`config.mk`:
```
export PLATFORM = sky130hd
export DESIGN_NAME = seg_scan_ctrl
export DESIGN_NICKNAME = d
export VERILOG_FILES = /design/src/rtl/seg_scan_ctrl.sv
export SDC_FILE = /design/constraint.sdc
export NUM_CORES = 1
export LEC_CHECK = 0
export CORE_ASPECT_RATIO = 0.6
export CORE_UTILIZATION = 53
export DETAILED_ROUTE_END_ITERATION = 6
export DONT_BUFFER_PORTS = 1
export PLACE_DENSITY = 0.65
export SLEW_MARGIN = 20
export SYNTH_ARGS = -nofsm -noshare
export SYNTH_HDL_FRONTEND = slang
export SYNTH_SLANG_ARGS = --single-unit
```
`constraint.sdc`:
```
create_clock -name clk -period 6.74 [get_ports clk]
set_input_delay 0.674 -clock clk [delete_from_list [all_inputs] [get_ports clk]]
set_output_delay 0.674 -clock clk [all_outputs]
set_load 0.05 [all_outputs]
```
`src/rtl/seg_scan_ctrl.sv`:
```
`default_nettype none
// ============================================================================
// Module      : seg_scan_ctrl
// Description : Time-multiplexed scan controller for a bank of common-cathode
//               7-segment digits sharing one 4511-style BCD decoder.
//               Runs a lamp test after reset, then per digit: blank (D loaded
//               into the decoder latch) -> show (latch held, digit enabled),
//               round-robin from digit 0 (least significant) upward.
// Ports       : clk           system clock, rising edge
//               rst_n         synchronous active-low reset
//               bcd_in_i      packed BCD, digit i = bcd_in_i[4i+3:4i]
//               load_i        1-cycle strobe, capture bcd_in_i as pending frame
//               zs_en_i       leading-zero suppression enable
//               d_o           BCD nibble to decoder
//               le_o          decoder latch enable (1 = hold)
//               bl_o          decoder blank, active low
//               lt_o          decoder lamp test, active low
//               dig_sel_o     one-hot digit enable, active high
//               frame_tick_o  1-cycle pulse when the scan wraps to digit 0
// Revision    : 1.0 - initial release
// ============================================================================
module seg_scan_ctrl #(
    parameter int DIGITS    = 4,
    parameter int DWELL     = 1000,
    parameter int BLANK_CYC = 8,
    parameter int LT_CYC    = 5000
) (
    input  logic                  clk,
    input  logic                  rst_n,
    input  logic [4*DIGITS-1:0]   bcd_in_i,
    input  logic                  load_i,
    input  logic                  zs_en_i,
    output logic [3:0]            d_o,
    output logic                  le_o,
    output logic                  bl_o,
    output logic                  lt_o,
    output logic [DIGITS-1:0]     dig_sel_o,
    output logic                  frame_tick_o
);

    // Counter must span the longest phase.
    localparam int c_cnt_max = (LT_CYC > DWELL)
                             ? ((LT_CYC > BLANK_CYC) ? LT_CYC : BLANK_CYC)
                             : ((DWELL > BLANK_CYC) ? DWELL : BLANK_CYC);
    localparam int c_cnt_w   = (c_cnt_max > 1) ? $clog2(c_cnt_max) : 1;
    localparam int c_idx_w   = (DIGITS > 1) ? $clog2(DIGITS) : 1;

    localparam logic [c_cnt_w-1:0] c_lt_last    = c_cnt_w'(LT_CYC - 1);
    localparam logic [c_cnt_w-1:0] c_blank_last = c_cnt_w'(BLANK_CYC - 1);
    localparam logic [c_cnt_w-1:0] c_dwell_last = c_cnt_w'(DWELL - 1);
    localparam logic [c_idx_w-1:0] c_idx_last   = c_idx_w'(DIGITS - 1);

    typedef enum logic [1:0] {
        ST_LAMP  = 2'd0,
        ST_BLANK = 2'd1,
        ST_SHOW  = 2'd2
    } state_t;

    state_t                state_q,   state_d;
    logic [c_cnt_w-1:0]    cnt_q,     cnt_d;
    logic [c_idx_w-1:0]    idx_q,     idx_d;
    logic [4*DIGITS-1:0]   active_q,  active_d;
    logic [4*DIGITS-1:0]   pending_q, pending_d;
    logic                  pend_v_q,  pend_v_d;
    logic [3:0]            d_q,       d_d;
    logic                  le_q,      le_d;
    logic                  bl_q,      bl_d;
    logic                  lt_q,      lt_d;
    logic [DIGITS-1:0]     dig_q,     dig_d;
    logic                  ft_q,      ft_d;
    logic                  w_commit;
    logic                  w_supp;

    always_ff @(posedge clk) begin
        if (!rst_n) begin
            state_q   <= ST_LAMP;
            cnt_q     <= '0;
            idx_q     <= '0;
            active_q  <= '0;
            pending_q <= '0;
            pend_v_q  <= 1'b0;
            d_q       <= 4'd0;
            le_q      <= 1'b0;
            bl_q      <= 1'b0;
            lt_q      <= 1'b1;
            dig_q     <= '0;
            ft_q      <= 1'b0;
        end else begin
            state_q   <= state_d;
            cnt_q     <= cnt_d;
            idx_q     <= idx_d;
            active_q  <= active_d;
            pending_q <= pending_d;
            pend_v_q  <= pend_v_d;
            d_q       <= d_d;
            le_q      <= le_d;
            bl_q      <= bl_d;
            lt_q      <= lt_d;
            dig_q     <= dig_d;
            ft_q      <= ft_d;
        end
    end

    always_comb begin
        state_d   = state_q;
        cnt_d     = cnt_q + 1'b1;
        idx_d     = idx_q;
        active_d  = active_q;
        pending_d = pending_q;
        pend_v_d  = pend_v_q;
        w_commit  = 1'b0;

        unique case (state_q)
            ST_LAMP: begin
                // lt_q still high means the reset values are on the pins:
                // this edge opens the first lamp-test cycle.
                if (lt_q) begin
                    cnt_d = '0;
                end else if (cnt_q == c_lt_last) begin
                    state_d = ST_BLANK;
                    cnt_d   = '0;
                    idx_d   = '0;
                end
            end
            ST_BLANK: begin
                if (cnt_q == c_blank_last) begin
                    state_d = ST_SHOW;
                    cnt_d   = '0;
                end
            end
            ST_SHOW: begin
                if (cnt_q == c_dwell_last) begin
                    state_d = ST_BLANK;
                    cnt_d   = '0;
                    if (idx_q == c_idx_last) begin
                        idx_d    = '0;
                        w_commit = 1'b1;
                    end else begin
                        idx_d = idx_q + 1'b1;
                    end
                end
            end
            default: begin
                state_d = ST_LAMP;
                cnt_d   = '0;
            end
        endcase

        // The displayed frame only changes at the wrap, so a frame is never torn.
        if (w_commit) begin
            if (load_i) begin
                active_d = bcd_in_i;
            end else if (pend_v_q) begin
                active_d = pending_q;
            end
            pend_v_d = 1'b0;
        end else if (load_i) begin
            pending_d = bcd_in_i;
            pend_v_d  = 1'b1;
        end

        // Leading-zero suppression: this digit and every higher digit are zero.
        w_supp = zs_en_i && (idx_d != '0);
        for (int j = 0; j < DIGITS; j++) begin
            if ((j >= int'(idx_d)) && (active_d[4*j +: 4] != 4'd0)) begin
                w_supp = 1'b0;
            end
        end

        // Outputs are registered from the next state (Moore, one cycle aligned).
        d_d   = d_q;
        le_d  = 1'b0;
        bl_d  = 1'b1;
        lt_d  = 1'b1;
        dig_d = '0;
        ft_d  = 1'b0;
        unique case (state_d)
            ST_LAMP: begin
                lt_d  = 1'b0;
                dig_d = '1;
            end
            ST_BLANK: begin
                bl_d = 1'b0;
                d_d  = active_d[4*idx_d +: 4];
                ft_d = w_commit;
            end
            ST_SHOW: begin
                le_d  = 1'b1;
                bl_d  = ~w_supp;
                dig_d = w_supp ? '0 : (DIGITS'(1) << idx_d);
            end
            default: begin
                lt_d = 1'b1;
            end
        endcase
    end

    assign d_o          = d_q;
    assign le_o         = le_q;
    assign bl_o         = bl_q;
    assign lt_o         = lt_q;
    assign dig_sel_o    = dig_q;
    assign frame_tick_o = ft_q;

endmodule
`default_nettype wire

```
## Word-level counts from Yosys, hierarchy flattened

Cells that the tools add are included.

| operators by class | value |
|---|---|
| $add $sub $neg | 2 |
| magnitude comparators | 3 |
| eq/ne operators | 8 |
| shifts and indexed selects | 2 |
| multiplexer cells | 30 |
| bitwise gates (word level) | 3 |
| reductions and logical operators | 14 |

Operator list:

| kind | number |
|---|---|
| two-way mux 13 bit | 4 |
| two-way mux 16 bit | 3 |
| one-hot mux 13 bit (3 select lines) | 1 |
| two-way mux 2 bit | 8 |
| nonzero test 4 bit | 4 |
| variable part select 16 x 5 -> 4 bit | 1 |
| adder 13 x 1 -> 13 bit (second input constant) | 1 |
| == test 13 x 10 -> 1 bit (second input constant) | 1 |
| == test 13 bit (second input constant) | 1 |
| == test 13 x 3 -> 1 bit (second input constant) | 1 |
| two-way mux 1 bit | 9 |
| one-hot mux 4 bit (2 select lines) | 1 |
| == test 2 bit (second input constant) | 3 |
| one-hot mux 2 bit (3 select lines) | 1 |
| == test 2 x 1 -> 1 bit (second input constant) | 2 |
| >= comparator 1 x 2 -> 1 bit (first input constant) | 2 |
| logical AND 1 bit | 4 |
| logical NOT 2 bit | 2 |
| two-way mux 4 bit | 1 |
| one-hot mux 2 bit (2 select lines) | 1 |
| AND reduction 2 bit | 2 |
| left shift 1 x 2 -> 4 bit (first input constant) | 1 |
| inverter 1 bit | 3 |
| adder 2 x 1 -> 2 bit (second input constant) | 1 |
| 4 further kinds | 4 |

| storage, ports and cells | value |
|---|---|
| register bits | 62 |
| input port bits | 20 |
| output and inout bits | 12 |
| word-level logic and storage cells | 74 |

## Longest topological paths before layout

Gate-level depths: netlist of the first run.

| depth | value |
|---|---|
| word-level depth | 13 |
| depth in mapped cells | 10 |
| mapped depth without buffers | 8 |

## Least setup slack after synthesis of the first run

No wires, ideal clock.

| timing path | value |
|---|---|
| path type | in2reg |
| from | input port load_i |
| to | register bl_q (netlist: bl_o) |
| library setup time | 0.122 ns |
| arrival time | 2.459 ns |
| data required time | 6.618 ns |
| path slack | 4.159 ns |
| cell stages on the path | 8 |
| path buffers | 3 |
| path through | buf_6 -> or2_2 -> clkdlybuf4s50_2 -> clkbuf_8 -> a211oi_1 -> o211ai_2 -> a221oi_2 -> a21oi_1 |

| between the ends | value |
|---|---|
| word-level cells in the longest chain between the ends | 10 |
| elaborated cells on any way between the ends | 15 |
| classes of those cells | mux: 7; bitwise: 1; reduce/logical: 7 |

RTL lines:

| item | line | RTL |
|---|---|---|
| start, declared | 31 | `input logic load_i,` |
| two-way mux 16 bit * | 151 | `if (load_i) begin` |
| two-way mux 16 bit * | 150 | `if (w_commit) begin` |
| nonzero test 4 bit | 165 | `if ((j >= int'(idx_d)) && (active_d[4*j +: 4] != 4'd0)) begin` |
| logical AND 1 bit | 165 |  |
| two-way mux 1 bit (3 in series) | 165 |  |
| two-way mux 1 bit * | 165 |  |
| inverter 1 bit * | 189 | `bl_d = ~w_supp;` |
| one-hot mux 1 bit (2 select lines) * | 177 | `unique case (state_d)` |
| end signal, assigned | 97 | `bl_q <= bl_d;` |
| end, declared | 67 | `logic bl_q, bl_d;` |

Mark *: on every way between the ends. The rest lies on a longest branch, timed or not.
A chain may end at the register's enable or synchronous reset.

## Final worst setup path of the first run

| timing path | value |
|---|---|
| from | register cnt_q[0] |
| to | register pending_q[11] |

| between the ends | value |
|---|---|
| word-level cells in the longest chain between the ends | 5 |

RTL lines:

| item | line | RTL |
|---|---|---|
| start, declared | 60 | `logic [c_cnt_w-1:0] cnt_q, cnt_d;` |
| start signal, assigned | 90 | `cnt_q <= cnt_d;` |
| == test 13 x 10 -> 1 bit | 132 | `if (cnt_q == c_dwell_last) begin` |
| two-way mux 1 bit | 132 |  |
| two-way mux 1 bit | 113 | `unique case (state_q)` |
| inverter 1 bit (no line) | n/a |  |
| AND reduction 2 bit (no line) | n/a |  |
| end signal, assigned | 93 | `pending_q <= pending_d;` |
| end, declared | 63 | `logic [4*DIGITS-1:0] pending_q, pending_d;` |

No other way between the ends.

==> impl_metrics.yaml, run 1 <==
place:
  place_ws_ns: 3.63
  globalplace.congestion: 0.859
  placed_area_sq_mm: 0.00298
  dp_hpwl_mm: 5.43
  io_buffers: 0
sta:
  setup-tns-final_ns: 0
  rsz0062_at_grt: "no"
  period_minus_slack_ns: 3.14
  fmax_ghz: 0.318
  fin_crit_sh: 0.466
  drv_slew: 0
  slew_headroom: 0.319
  hold_viol_final: 0
  finalSetupViolations: 0
  setup_ws_ns: 3.60
  holdWs_ns: 0.451
  fin_skew_ns: 0.00868
  worst_pin_slew_ns: 1.01
routing:
  viasPerCell: 6.21
  ant_nets: 0
  drcViolationCount: 0
  drt-total-wl_mm: 7.77
  dr.pass1.iters: 5
  vias: 2569
  drt_iter0_drc: 214
  avgRoutedWirePerCell_microns: 18.8
clock_network:
  clock-sinks: 62
  cts_hold_buf: 0
  clk_pin_slew_ns: 0.07
  cts_setup_buffers: 0
  cts.repair.resized: 0
  cts_tree: "built"
  cts_root_buffer: "clkbuf_8"
  numCtsBuffers: 9
  clk_latency_ns: 0.34
  ctsLongestPathBuffers: 2
  cts_max_level: 3
layout:
  final_cell_mix: "62 x dfxtp_1, 53 x nor2_1, 28 x nand2_1"
  final_area_sq_mm: 0.00321
  drive_above_1_share: 0.122
  final_common_cell: "dfxtp_1"
  nNetsFinal: 354
  antenna_cells: 0
  areaGrowthSynthToFinish_pct: 5.81
global_route:
  overflow: 0
  grtUsageTotal: 0.280
  antenna_found_initial: 0
  grt_max_degree: 38
  grt_pass1_vias: 2380
  grt_pass1_wl_mm: 12.7
worst_setup_path:
  crit_path_frequent_cell: "nand2_1"
  cp.arrival_ns: 3.37
  critical_path_required_ns: 6.97
  crit_chain: "ha_1 -> nand4_1 -> nor3_2 -> nand2_1 -> nand2_1 -> mux2i_1 -> nor2_1"
  slowest_delay_ns: 0.74
  rr_worst_depth: 7
  rrSetupSlack_ns: 3.60
  start_kind: "flip-flop"
  endpoint_kind: "flip-flop"
  path_max_fanout: 18
  critical_path_class: "reg -> reg"
  r2r-start: "cnt_q[0]"
  cp_slowest_cell: "nand2_1"
  timing.rr.end: "pending_q[11]"
logic_synthesis:
  ys_seq_area_frac: 0.409
  ys_seq_elements: 62
  synth_mux_area_frac: 0.0313
  syn_area_per_cell_sq_um: 8.93
  yosys_warnings: 0
  synth_compound_area_frac: 0.198
  synth_edf_count: 0
  synth_area_sq_mm: 0.00304
  synth_cells: 340
  async_flop_share: 0
  synth_top_family_by_area: "simple AND/OR/NAND/NOR gates"
  synth.distinct_cells: 65
  ys.flop_type: "dfxtp_1"
  synthAdderAreaFrac: 0.00824
  synthSimpleGateAreaFrac: 0.258
  synth-xor-area-share: 0.0317
  synthesis.nets: 362
pwr:
  ir_drop_v: 0.000142
  power_density_mw_per_mm2: 249
  p_leak_nw: 1.13
  total_power_mw: 0.799
die:
  core.rowCount: 20
  core_sq_mm: 0.00528
  num_io_pins: 32
  die_h_microns: 60.6
  initial_utilization: 0.575
  die_x_microns: 99.7
  die_area_sq_mm: 0.00605
hold_path:
  hold_class: "reg -> reg"
  holdPathStages: 1
  worstHoldStart: "cnt_q[0]"
  whs_endpoint: "cnt_q[0]"
flow_run:
  maxCapViolCount: 0
status:
  status: "finished clean"
==> per-stage QoR <==
step	util	std cells
6_report	0.609	414
5_1_grt	0.609	414
2_1_floorplan	-	340
3_5_place_dp	0.565	398
4_1_cts	0.609	414
3_3_place_gp	0.565	398
==> kinds of logic (layout without fill, tap and decap cells) <==
family | Yosys count | in the layout
flip-flops | 62 | 62
XOR/XNOR | 11 | 11
AND/OR/NAND/NOR | 151 | 151
multiplexers | 9 | 9
AO/OA/AOI/OAI | 76 | 76
adder cells (fa/ha/maj) | 2 | 2
buffers and inverters | 29 | 26
==> flip-flops by register name, indices dropped and copies added (netlist names), 2 cells and up <==
name       count
state_q        2
active_q      16
idx_q          2
dig_sel_o      4
pending_q     16
cnt_q         13
d_o            4
==> where the power goes <==
group | leakage (nW) | total, mW | internal [mW] | switching [mW]
Combinational | 0.509 | 0.0321 | 0.0136 | 0.0186
Sequential | 0.505 | 0.387 | 0.374 | 0.0126
Clock | 0.113 | 0.380 | 0.221 | 0.159
Total | 1.13 | 0.799 | 0.609 | 0.190
==> cells in the mapped netlist (4+ instances only) <==
cell type | count | area share
o32a_1 | 11 | 0.036
a21oi_1 | 22 | 0.036
nand2_1 | 28 | 0.035
nand2b_1 | 4 | 0.0082
o21ai_0 | 7 | 0.012
buf_6 | 4 | 0.015
nor3_1 | 8 | 0.013
mux2i_1 | 5 | 0.016
xor2_1 | 7 | 0.020
nor2_1 | 53 | 0.066
nand3_1 | 25 | 0.041
clkbuf_1 | 8 | 0.0099
dfxtp_1 | 62 | 0.41
xnor2_1 | 4 | 0.012
o221ai_1 | 11 | 0.032
inv_1 | 8 | 0.0099
==> worst max-delay path, delay by kind of cell, from the launching register on <==
family,cells,cell delay [ns]
and+or+nand+nor,5,2.16
muxes,1,0.25
DFF,1,0.36
adders and majority gates,1,0.25
==> worst max-delay path by stage <==
| stage | start | endpoint | slack (ns) | depth (start not counted) |
|---|---|---|---|---|
| 3_3_place_gp | cnt_q[10] | d_o[2] | 3.78 | 7 |
| 6_report | cnt_q[0] | pending_q[11] | 3.60 | 7 |
| 5_1_grt | cnt_q[0] | pending_q[11] | 3.37 | 7 |
| 3_5_place_dp | cnt_q[0] | pending_q[11] | 3.63 | 7 |
| 2_1_floorplan | load_i | bl_o | 4.16 | 8 |
| 4_1_cts | cnt_q[0] | pending_q[11] | 3.62 | 7 |
==> per-layer routing <==
metal  GRT usage  part of all wire  vias to the layer above
met5           0                 0                        -
met3      0.0910             0.079                        8
met4      0.0735            0.0068                        0
met2       0.370              0.38                      100
li1            -                 -                     1235
met1       0.427              0.53                     1226
==> area by class of cell <==
type                       instances  area [sq um]
multi-input combinational        249          1600
sequential                        62          1240
timing repair buffer               2          15.0
clock inverter                     6          93.8
clock buffer                      10           138
tap                               77          96.3
fill                             486          2070
inverter                           8          30.0
Note: power is estimated with default switching activity, not from simulation.
==> inputs of run 2 (changes only) <==
ABC_AREA = 1   (was unset)
PLACE_DENSITY = 0.68   (was 0.65)
clock period = 2.6 ns   (was 6.74 ns; I/O delays follow)
==> run 2 against run 1 <==
  * Power up 140%
  * Count of clock-buffer cells in the layout up 3
  * Sequential power rose to 2.6 times the previous value
  * Worst setup slack worse by 3.3 ns
  * Largest power group unchanged
  * Clock power up 120%
  * Sequential cell count unchanged
  * Maximum frequency up 38%
  * Synthesized area up 4.4%
==> impl_metrics.yaml, run 2 <==
status:
  status: "finished clean"
logic_synthesis:
  synth_top_area_frac: 0.391
  synth.area.top_cells: "dfxtp_1 39%, nand2_1 18%, nor2_1 6.6%"
  ys_seq_elements: 62
  ys_seq_area_frac: 0.391
  synthesis.nets: 495
  synth.distinct_cells: 30
  post-synth-top-count-cell: "nand2_1"
  async_flop_share: 0
  synth_area_sq_mm: 0.00317
  synth_cells: 473
  yosys_warnings: 0
  syn_area_per_cell_sq_um: 6.70
  yosysTopAreaCell: "dfxtp_1"
  synth_edf_count: 0
  ys.flop_type: "dfxtp_1"
  ys_top_cells_by_count: "154 x nand2_1, 62 x dfxtp_1, 56 x nor2_1"
worst_setup_path:
  timing.rr.end: "bl_o"
  critical_path_required_ns: 2.89
  r2r-start: "cnt_q[0]"
  endpoint_kind: "flip-flop"
  path_max_fanout: 26
  rrSetupSlack_ns: 0.32
  cp.arrival_ns: 2.57
  critical_path_class: "reg -> reg"
  start_kind: "flip-flop"
  rr_worst_depth: 13
die:
  die_area_sq_mm: 0.00631
  die_h_microns: 61.9
  initial_utilization: 0.559
  die_x_microns: 102
  core_sq_mm: 0.00568
  num_io_pins: 32
  core.rowCount: 21
global_route:
  grt_pass1_wl_mm: 11.9
  antenna_found_initial: 0
  overflow: 0
  grtUsageTotal: 0.258
  grt_pass1_vias: 2335
  gr-usage-met2: 0.311
  grt_max_degree: 27
  grt_use_met1: 0.414
  gr-usage-met3: 0.0884
  grt-busiest-layer: "met1"
layout:
  final_common_cell: "nand2_1"
  top_regs: "active_q (16), pending_q (16), cnt_q (13)"
  nNetsFinal: 493
  areaGrowthSynthToFinish_pct: 7.46
  drive_above_1_share: 0.103
  final_cell_mix: "154 x nand2_1, 62 x dfxtp_1, 56 x nor2_1"
  fillers: 554
  antenna_cells: 0
  stdcell_count: 555
sta:
  fmax_ghz: 0.439
  drv_slew: 0
  fin_crit_sh: 0.876
  finalSetupViolations: 0
  period_minus_slack_ns: 2.28
  fin_skew_ns: 0.00905
  setup-tns-final_ns: 0
  hold_viol_final: 0
  slew_headroom: 0.301
  rsz0062_at_grt: "no"
  worst_pin_slew_ns: 1.04
routing:
  drt-total-wl_mm: 7.62
  drt_iter0_drc: 254
  avgRoutedWirePerCell_microns: 13.7
  drcViolationCount: 0
  dr.pass1.iters: 5
  viasPerCell: 5.25
  vias: 2914
  ant_nets: 0
pwr:
  ir_drop_v: 0.000252
  p_leak_nw: 1.48
  power_density_mw_per_mm2: 560
flow_run:
  maxCapViolCount: 0
place:
  globalplace.congestion: 0.869
  dp_hpwl_mm: 5.58
  place_inst: 540
  io_buffers: 0
clock_network:
  cts_max_level: 3
  clk_latency_ns: 0.35
  cts.repair.resized: 0
  numCtsBuffers: 9
  cts_tree: "built"
  ctsLongestPathBuffers: 2
  cts_hold_buf: 0
  cts_setup_buffers: 0
  clk_pin_slew_ns: 0.06
  cts_root_buffer: "clkbuf_8"
  clock-sinks: 62
hold_path:
  hold_class: "in -> reg"
  holdPathStages: 2
  worstHoldStart: "rst_n"
  whs_endpoint: "state_q[0]"
## run 2: layout make-up
class | count | area [sq um] | share of cell area
clock buffers | 13 | 179 | 0.0525
clock inverters | 2 | 15.0 | 0.00441
inverters | 42 | 158 | 0.0463
multi-input cells | 354 | 1700 | 0.499
flip-flops and latches | 62 | 1240 | 0.364
well taps | 80 | 100 | 0.0294
repair buffers | 2 | 15.0 | 0.00441
## run 2: metrics by stage
step                power [mW]  instance area [sq um]  setup WS (ns)  hold WS [ns]   util
floorplan                 1.10                   3170          0.822         0.376      -
global placement          1.11                   3210          0.449         0.386  0.566
detailed placement        1.11                   3210          0.356         0.389  0.566
CTS                       1.93                   3410          0.335        0.0276  0.600
global route              1.98                   3410         0.0636        0.0334  0.600
finish                    1.91                   3410          0.323        0.0441  0.600
## run 2: report_power, final
group	leakage [nW]	internal [mW]	switching [mW]	total, mW
sequential	0.506	0.973	0.0268	0.999
combinational	0.881	0.0287	0.0619	0.0906
clock	0.0938	0.445	0.374	0.819
## run 2: kinds of logic (layout without fill, tap and decap cells)
kind of cell / count (synthesis) / after routing / share of synthesized area
AOI/OAI and AO/OA: 67 / 67 / 0.114
xor gates and xnor gates: 2 / 2 / 0.00553
adders and majority gates: 2 / 2 / 0.00789
buffers and inverters: 57 / 59 / 0.0726
DFF: 62 / 62 / 0.391
and+or+nand+nor: 283 / 283 / 0.408
## run 2: worst max-delay path by stage
stage / startpoint / to / depth (start not counted)
after global routing: idx_q[0] / dig_sel_o[1] / 13
after global placement: idx_q[0] / dig_sel_o[1] / 13
final: cnt_q[0] / bl_o / 13
after floorplan: cnt_q[0] / dig_sel_o[1] / 12
after detailed placement: idx_q[0] / dig_sel_o[1] / 13
after CTS: cnt_q[0] / dig_sel_o[1] / 13
## run 2: critical path: stages, from the launching register on
cell	delay (ns)
dfxtp_1	0.36
ha_1	0.21
nand3_2	0.13
nor2_2	0.25
nand3_4	0.35
inv_2	0.29
nand2_1	0.12
nand2_1	0.11
nor2_1	0.04
nand2_1	0.07
nand2_1	0.08
nand4_1	0.11
nand2_1	0.06
inv_1	0.04
## run 2: metal layers
layer | wire length [microns] | vias to the layer above
met2 | 2690 | 107
met4 | 95 | 0
li1 | - | 1513
met5 | 0 | -
met1 | 4170 | 1283
met3 | 664 | 11
==> inputs of run 3 (changes only) <==
clock period = 1.93 ns   (was 2.6 ns; I/O delays follow)
==> run 3 against run 2 <==
  * First-iteration DRC count fell by 52%
  * Combinational power rose by 59%
  * Sequential power rose by 35%
  * Core utilization rose by 9.4 points
  * Worst setup slack got worse by 0.34 ns
  * The flow now finishes with violations (hold timing, setup timing)
  * Register-to-register slack got worse by 0.34 ns
  * Sequential share of layout area fell by 4.7 points
  * Largest power group unchanged
  * Via count rose by 6.5%
  * Clock power rose by 55%
  * Wire length rose by 13%
  * Count of clock-buffer cells in the layout fell by 1
==> impl_metrics.yaml, run 3 (same netlist as run 2, synthesis figures left out) <==
status:
  status: "complete, but fails checks"
  violations: "hold timing, setup timing"
sta:
  rsz0062_at_grt: "yes"
  drv_slew: 0
  finalSetupViolations: 3
  fmax_ghz: 0.513
  setup_ws_ns: -0.0186
  holdWs_ns: -0.000724
  slew_headroom: 0.654
  period_minus_slack_ns: 1.95
  fin_crit_sh: 1.01
  worst_pin_slew_ns: 0.518
  setup-tns-final_ns: -0.0402
  hold_viol_final: 1
  fin_skew_ns: 0.00765
clock_network:
  cts_tree: "built"
  numCtsBuffers: 9
  clk_latency_ns: 0.35
  cts_max_level: 3
  clk_pin_slew_ns: 0.07
  cts_root_buffer: "clkbuf_8"
  ctsLongestPathBuffers: 2
  clock-sinks: 62
pwr:
  swShare: 0.232
  p_sw_mw: 0.641
  p_clk_frac: 0.460
  p_comb_frac: 0.052
  ir_drop_v: 0.000374
  power_density_mw_per_mm2: 701
  p_leak_nw: 1.75
  intPower_mw: 2.12
  p_seq_frac: 0.487
place:
  globalplace.congestion: 0.853
  place_ws_ns: -0.0522
  io_buffers: 0
  placed_area_sq_mm: 0.00337
  dp_hpwl_mm: 5.97
routing:
  ant_nets: 0
  drt_iter0_drc: 122
  dr.pass1.iters: 5
  viasPerCell: 5.20
  drt-total-wl_mm: 8.62
  avgRoutedWirePerCell_microns: 14.4
  drcViolationCount: 0
  vias: 3104
worst_setup_path:
  path_max_fanout: 11
  crit_path_frequent_cell: "nand2_1"
  crit_chain: "ha_1 -> inv_1 -> nor2_4 -> nand3_4 -> buf_6 -> nand2_2 -> nand2_1 -> nor2_1 -> nand2_1 -> nand2_1 -> nand3_2 -> nand2_1 -> nand2_1"
  cp.arrival_ns: 2.20
  start_kind: "flip-flop"
  cp_num_buf_inv: 2
  endpoint_kind: "flip-flop"
  path_delay_family: "simple AND/OR/NAND/NOR gates"
  critical_path_required_ns: 2.18
  critical_path_class: "reg -> reg"
  cp_slowest_cell: "dfxtp_1"
  slowest_delay_ns: 0.37
layout:
  final_area_sq_mm: 0.00394
  fillers: 493
  areaGrowthSynthToFinish_pct: 24.3
  drive_above_1_share: 0.224
  nNetsFinal: 534
  final_cell_mix: "148 x nand2_1, 56 x dfxtp_1, 50 x nor2_1"
  final_common_cell: "nand2_1"
  antenna_cells: 0
  top_regs: "active_q (16), pending_q (16), cnt_q (13)"
die:
  core.rowCount: 21
  core_sq_mm: 0.00568
  die_h_microns: 61.9
  num_io_pins: 32
  die_area_sq_mm: 0.00631
  initial_utilization: 0.559
  die_x_microns: 102
global_route:
  grt_pass1_wl_mm: 12.8
  antenna_found_initial: 0
  grtUsageTotal: 0.274
  grt_max_degree: 30
  grt_pass1_vias: 2627
  overflow: 0
flow_run:
  maxCapViolCount: 0
hold_path:
  hold_class: "in -> reg"
[run 3: changes by cell type in the layout (fill, tap and decap cells not counted), sizes merged, moves of 2 or more]
cell / previous run / this run
buf: 2 / 41
bufinv: 0 / 2
clkinv: 1 / 3
clkinvlp: 2 / 0
[run 3: worst paths after layout]
| check | startpoint | to | slack, ns | cells past startpoint |
|---|---|---|---|---|
| setup / recovery | idx_q[0] | dig_sel_o[1] | -0.02 | 13 |
| hold / removal | rst_n | d_o[1] | -0.0007 | 2 |
| setup reg to reg | idx_q[0] | dig_sel_o[1] | -0.02 | 13 |
| hold reg to reg | pending_q[6] | pending_q[6] | 0.45 | 2 |
[run 3: per-stage QoR]
| stage | std cells | power, mW | utilization |
|---|---|---|---|
| 6_report | 597 | 2.76 | 0.694 |
| 5_1_grt | 597 | 2.86 | 0.694 |
| 4_1_cts | 585 | 2.77 | 0.656 |
| 3_5_place_dp | 559 | 1.51 | 0.593 |
| 3_3_place_gp | 559 | 1.50 | 0.593 |
| 2_1_floorplan | 473 | 1.48 | - |
[run 3: layout make-up]
type | instances | area, sq um | share of cell area
Multi-Input combinational cell | 355 | 1840 | 0.467
Clock buffer | 12 | 145 | 0.0368
Inverter | 42 | 158 | 0.0400
Timing Repair Buffer | 42 | 379 | 0.0962
Tap cell | 80 | 100 | 0.0254
Clock inverter | 4 | 70.1 | 0.0178
Sequential cell | 62 | 1250 | 0.317
[run 3: power groups by stage]
stage                     logic, mW  clock network, mW  registers [mW]
after floorplan               0.106                  0            1.37
after global placement        0.132                  0            1.37
after detailed placement      0.133                  0            1.37
after CTS                     0.140               1.29            1.35
after global routing          0.164               1.35            1.35
final                         0.144               1.27            1.35
[run 3: worst register-to-register path, delay by kind of cell, from the launching register on]
family	cells	cell delay [ns]
and+or+nand+nor	10	1.01
DFF	1	0.37
buffers and inverters	2	0.26
adders and majority gates	1	0.19
[run 3: routing by layer]
metal  up-vias  wire length (microns)  GRT usage
li1       1611                      -          -
met1      1383                   4300      0.412
met2        99                   3610      0.380
met3        11                    611     0.0615
met4         0                    105     0.0939
met5         -                      0          0
[run 3: timing repair]
| action | in CTS | in global routing |
|---|---|---|
| hold buffers | 1 | 0 |
| resized for setup | 15 | 27 |
| setup buffers | 9 | 11 |
| pin swaps | 8 | 14 |
| endpoints found under the hold margin | 12 | 0 |
| gates cloned | 0 | 1 |
| setup endpoints to repair | 18 | 24 |
